$ cat config.mk
export PLATFORM = sky130hd
export DESIGN_NAME = risc_toy_mem_stage
export DESIGN_NICKNAME = d
export VERILOG_FILES = /design/src/rtl/risc_toy_mem_stage.sv
export SDC_FILE = /design/constraint.sdc
export NUM_CORES = 1
export LEC_CHECK = 0
export CAP_MARGIN = 20
export CORE_MARGIN = 4
export CORE_UTILIZATION = 44
export CTS_CLUSTER_DIAMETER = 120
export DETAILED_ROUTE_END_ITERATION = 16
export PLACE_DENSITY_LB_ADDON = 0.1
export SYNTH_ARGS = -nofsm -noshare
export SYNTH_HDL_FRONTEND = slang
export SYNTH_SLANG_ARGS = --single-unit
$ cat constraint.sdc
create_clock -name clk -period 5.2 [get_ports clk]
set_clock_uncertainty 0.05 [all_clocks]
set_input_delay 0.78 -clock clk [delete_from_list [all_inputs] [get_ports clk]]
set_output_delay 0.78 -clock clk [all_outputs]
set_load 0.005 [all_outputs]
$ cat src/rtl/risc_toy_mem_stage.sv
// risc_toy_mem_stage: memory-access stage of the RISC_TOY five-stage pipeline.
//
// This stage holds the EX/MEM and MEM/WB pipeline registers. It issues one
// data-memory request per load or store and lines up the one-cycle-latency
// read data with its instruction in MEM/WB. When the pipeline is held, the
// load data is captured into a buffer so that it survives the freeze. The
// stage also exports forwarding and load-use information to the hazard unit.
//
// Ports:
//   clk, rst        clock; asynchronous active-high reset
//   hold            global pipeline freeze (1 = all stage registers keep their values)
//   ex_*            instruction presented by the execute stage
//   mem_ready       ~hold; the execute stage advances only when this is 1
//   dreq/drw/daddr/dwdata/drdata
//                   data-memory port (word address, read data one cycle later)
//   wb_wen/wb_wa/wb_di
//                   register-file write port
//   fwd_xm_*, xm_is_load, fwd_mw_en
//                   hazard-unit forwarding and stall information
module risc_toy_mem_stage (
  input  logic        clk,
  input  logic        rst,
  input  logic        hold,
  input  logic        ex_valid,
  input  logic [1:0]  ex_memop,
  input  logic [31:0] ex_result,
  input  logic [31:0] ex_stdata,
  input  logic        ex_wen,
  input  logic [4:0]  ex_wa,
  output logic        mem_ready,
  output logic        dreq,
  output logic        drw,
  output logic [29:0] daddr,
  output logic [31:0] dwdata,
  input  logic [31:0] drdata,
  output logic        wb_wen,
  output logic [4:0]  wb_wa,
  output logic [31:0] wb_di,
  output logic        fwd_xm_en,
  output logic [4:0]  fwd_xm_wa,
  output logic [31:0] fwd_xm_data,
  output logic        xm_is_load,
  output logic        fwd_mw_en
);

  localparam logic [1:0] OpLoad  = 2'b01;
  localparam logic [1:0] OpStore = 2'b10;

  // EX/MEM register
  logic        xm_v;
  logic [1:0]  xm_op;
  logic [31:0] xm_res;
  logic [31:0] xm_st;
  logic        xm_wen;
  logic [4:0]  xm_wa;

  // MEM/WB register
  logic        mw_v;
  logic        mw_ld;
  logic [31:0] mw_res;
  logic        mw_wen;
  logic [4:0]  mw_wa;

  // Load buffer: keeps read data alive while the pipeline is frozen
  logic        lb_v;
  logic [31:0] lb_data;

  logic xm_load;
  logic xm_store;

  assign xm_load  = xm_v && (xm_op == OpLoad);
  assign xm_store = xm_v && (xm_op == OpStore);

  always_ff @(posedge clk or posedge rst) begin
    if (rst) begin
      xm_v    <= 1'b0;
      xm_op   <= 2'b00;
      xm_res  <= 32'h0;
      xm_st   <= 32'h0;
      xm_wen  <= 1'b0;
      xm_wa   <= 5'd0;
      mw_v    <= 1'b0;
      mw_ld   <= 1'b0;
      mw_res  <= 32'h0;
      mw_wen  <= 1'b0;
      mw_wa   <= 5'd0;
      lb_v    <= 1'b0;
      lb_data <= 32'h0;
    end else if (!hold) begin
      xm_v    <= ex_valid;
      xm_op   <= ex_memop;
      xm_res  <= ex_result;
      xm_st   <= ex_stdata;
      // Stores never write the register file, whatever the decoder said.
      xm_wen  <= ex_wen && (ex_memop != OpStore);
      xm_wa   <= ex_wa;
      mw_v    <= xm_v;
      mw_ld   <= xm_load;
      mw_res  <= xm_res;
      mw_wen  <= xm_wen;
      mw_wa   <= xm_wa;
      lb_v    <= 1'b0;
    end else if (mw_ld && !lb_v) begin
      // Read data is only valid in the first MEM/WB cycle; later changes are ignored.
      lb_data <= drdata;
      lb_v    <= 1'b1;
    end
  end

  assign mem_ready = ~hold;

  // The request fires only in the cycle the instruction actually leaves EX/MEM,
  // so a hold in the request cycle defers it rather than duplicating it.
  assign dreq   = (xm_load || xm_store) && !hold;
  assign drw    = dreq && (xm_op == OpStore);
  assign daddr  = xm_res[31:2];
  assign dwdata = xm_st;

  assign wb_di  = mw_ld ? (lb_v ? lb_data : drdata) : mw_res;
  assign wb_wen = mw_v && mw_wen && !hold;
  assign wb_wa  = mw_wa;

  assign fwd_xm_en   = xm_v && xm_wen && (xm_op != OpLoad);
  assign fwd_xm_wa   = xm_wa;
  assign fwd_xm_data = xm_res;
  assign xm_is_load  = xm_load;
  assign fwd_mw_en   = mw_v && mw_wen;

endmodule

Yosys cells after proc, flatten, opt, wreduce, memory -nomap -nowiden
Index checks and enable logic that the tools add are counted.

Register bits: 146. Bits in latches: 0. Memory bits (writable): 0. Memory bits (read-only): 0. Logic and storage cells: 37. Memories: 0.

Add/sub/neg operators: 0. Multipliers: 0. Divide/modulo/power cells: 0. Order comparisons: 0. Eq/ne operators: 5. Shifts and indexed selects: 0. Multiplexer cells: 4. Bitwise logic cells: 1. Reductions and logical operators: 14.

Operators by type and width (count): 2-to-1 mux 32 bit (2); logical AND 1 bit (10); inequality test 2 x 1 -> 1 bit, second input constant (2); == test 2 x 1 -> 1 bit, second input constant (1); == test 2 bit, second input constant (1); logical NOT 1 bit (2); 2-to-1 mux 1 bit (2); inequality test 2 bit, second input constant (1); AND reduction 2 bit (1); logical OR 1 bit (1); NOT 1 bit (1).

Logic depth before layout (Yosys ltp)
Depth after elaboration: 5. Depth in mapped cells: 5.

Worst setup path after synthesis
Ideal clock, no wire load.

Path type: in2out. Start: input port hold. End: output port dreq. Data arrival time: 1408 ps. Data required time: 4370 ps. Slack: 2962 ps. Stages: 4. Path through: buf_2 buf_4 nand2b_1 a21oi_1.

Longest elaborated chain between the ends: 2.

Ends and longest elaborated chain: start, declared (line 23) `input logic hold,`; logical NOT 1 bit (line 114) `assign dreq = (xm_load || xm_store) && !hold;`; logical AND 1 bit (line 114); end, declared (line 31) `output logic dreq,`.

No other way between the ends.

Final worst setup path
Start: register lb_v. End: output port wb_di[29].

Longest elaborated chain between the ends: 2.

Ends and longest elaborated chain: start, declared (line 65) `logic lb_v;`; start signal, assigned (line 87) `lb_v <= 1'b0;`; start signal, assigned (line 102) `lb_v <= 1'b0;`; start signal, assigned (line 106) `lb_v <= 1'b1;`; 2-to-1 mux 32 bit (2 in a row) (line 119) `assign wb_di = mw_ld ? (lb_v ? lb_data : drdata) : mw_res;`; end, declared (line 38) `output logic [31:0] wb_di,`.

No other way between the ends.

==> metrics <==
HPWL after DPL between 10000 and 15000 um; critical path launch point type flip-flop; top cells by area, synth dfrtp_1, mux2_2, mux2_4, mux2i_1, buf_4; final hold violations 0; Detail Route Antenna Nets 0; TritonCTS clock tree built; reg-to-reg setup timing slack ~2.7 ns; Setup Viol. Count Final 0; FILL cells 1135; DRT Pass-1 Iters 4; register bit total from synthesis about 150; GRT Util Overall 0.192; Worst Tran Pin Value ~1.1 ns; synth warn 0; total power draw between 3000 and 4000 uW; crit path DAT 2.45 ns; I/O Pins roughly 250; latest clock arrival within the worst-skew pair a little over 0.4 ns; Setup CP Type reg -> out; post-layout util 0.653; area growth from synthesis to layout 45.7%; Vias about 4400; placeable core area approximately 15000 um^2; Synth top area share 0.561; Initial Util 0.448; Setup TNS 0 ns; PD cells 380 nW/um^2; RSZ-0062 raised after global routing false; drt drc 0; remaining global-route overflow 0; hold slack ~0.43 ns; Seq/Total Area, Yosys 0.561; Die H 130 um; Max-cap violations 0; Hold/Removal Path Class reg -> reg; Max Buffers Root-to-Sink 2; Core Rows 44; Mapped Avg Cell Area 14.1 um^2; first-pass GRT wire length about 25000 um; Die W between 100 and 150 um; antenna violations before repair 0; outcome finished clean; reg2reg path depth 3; Leak Pwr between 0.004 and 0.005 uW; Routed WL per cell 18.1 um; Port Buffers 250; nets between 700 and 800; final wirelength between 15000 and 20000 um; Placed Area a little under 9000 um^2; cell count after synthesis ~460; number of global-route vias before repair about 4800; via density per instance between 4 and 5; critical path required time 4.37 ns; FF-to-FF Start mw_ld; number of diodes 0; Syn Std Cell Area between 6000 and 7000 um^2; reg2reg end lb_data[3]; crit-path max FO 34; total CTS buffers 17; max_slew headroom 0.276; CTS sink cnt 146; worst ir drop on vdd roughly 240 uV; Max Freq a little over 0.3 GHz; Worst setup endpoint wb_di[29]; Max Slew Vio Count 0; post-cts resize count 0; Syn Nets 570; layout cell share with drive strength beyond 1 0.265; Worst-path clk slew ~0.050 ns; hold_buf cts 0; largest net degree at the start of global routing 75; gpl congestion 0.733; die area ~17000 um^2; Final period util 0.630; Worst Setup End Kind output port; clock root cell clkbuf_16; H-tree levels 4; Cell variety after synth 19; crit path from lb_v; initial drt markers between 150 and 200; hold path startpoint mw_v; fin crit period between 3 and 4 ns; Synth area leader dfrtp_1; fin area approximately 9500 um^2; postcts setup bufs 0
cell usage in the layout (no fill, tap or decap):
| master | Yosys | layout |
|---|---|---|
| inv_1 | 3 | 2 |
| clkinvlp_4 | 0 | 2 |
| bufinv_16 | 0 | 4 |
| nor2b_1 | 1 | 1 |
| buf_4 | 34 | 6 |
| inv_6 | 0 | 1 |
| mux2_4 | 30 | 30 |
| nor2_1 | 35 | 35 |
| dfrtp_2 | 0 | 2 |
| dfrtp_1 | 146 | 144 |
| clkinv_2 | 0 | 5 |
| clkbuf_16 | 0 | 17 |
| nand3b_4 | 1 | 1 |
| and2_1 | 2 | 2 |
| a21oi_1 | 33 | 33 |
| nand2_1 | 3 | 3 |
| mux2i_1 | 32 | 32 |
| o31ai_1 | 1 | 1 |
| nand2b_1 | 3 | 3 |
| clkbuf_8 | 0 | 2 |
| and3_1 | 1 | 1 |
| and3b_1 | 1 | 1 |
| clkbuf_1 | 2 | 1 |
| mux2_2 | 113 | 113 |
| clkdlybuf4s50_1 | 0 | 249 |
worst min-delay path by stage:
stage / cells past startpoint / slack (ns) / end
5_1_grt: 2 / 0.46 / mw_v
3_3_place_gp: 2 / 0.41 / mw_v
2_1_floorplan: 2 / 0.39 / mw_v
3_5_place_dp: 2 / 0.42 / mw_v
4_1_cts: 2 / 0.44 / mw_v
6_report: 2 / 0.43 / mw_v
routing by layer:
layer / vias up / GRT usage / share of wire
met3: 15 / 0.0981 / 0.11
met5: - / 0 / 0
met2: 172 / 0.308 / 0.48
met4: 0 / 0.0617 / 0.010
met1: 2160 / 0.225 / 0.40
li1: 2004 / - / -
per-stage QoR:
stage | instances | worst slack [ns]
2_1_floorplan | 462 | 0.447
3_3_place_gp | 844 | 2.24
3_5_place_dp | 844 | 2.24
4_1_cts | 875 | 1.86
5_1_grt | 875 | 1.76
6_report | 875 | 1.92
registers in the layout, summed over array words and instances, names as in the netlist, 2 cells and up:
signal       flops
dwdata          32
fwd_xm_data     32
lb_data         32
mw_res          32
fwd_xm_wa        5
wb_wa            5
xm_op            2
cell families after synthesis:
group	share of synthesized area
DFF	0.561
muxes	0.314
AOI/OAI and AO/OA	0.0265
and+or+nand+nor	0.0330
buffers and inverters	0.0659
critical path, cell delays in order, from the launching register on:
cell	delay (ns)
dfrtp_2	1.08
mux2i_1	0.17
a21oi_1	0.20
clkdlybuf4s50_1	0.57
Yosys cell counts:
cell and n:
inv_1 3, o31ai_1 1, and3_1 1, buf_4 34
nand2_1 3, dfrtp_1 146, a21oi_1 33, buf_6 8
mux2i_1 32, buf_2 13, mux2_4 30, nand3b_4 1
nand2b_1 3, mux2_2 113, clkbuf_1 2, nor2b_1 1
nor2_1 35, and2_1 2, and3b_1 1
power breakdown:
part / internal, uW / switching [uW] / total, uW
Sequential: 1360 / 151 / 1510
Clock: 821 / 448 / 1270
Combinational: 581 / 251 / 832
area by class of cell:
cell class | instances | area (um^2) | area share
clock inverters | 11 | 160 | 0.0169
clock buffers | 20 | 457 | 0.0481
well taps | 184 | 230 | 0.0243
flip-flops and latches | 146 | 3660 | 0.385
repair buffers | 255 | 2540 | 0.267
inverters | 3 | 16.3 | 0.00171
multi-input cells | 256 | 2430 | 0.256
(Power assumes the default switching activity.)
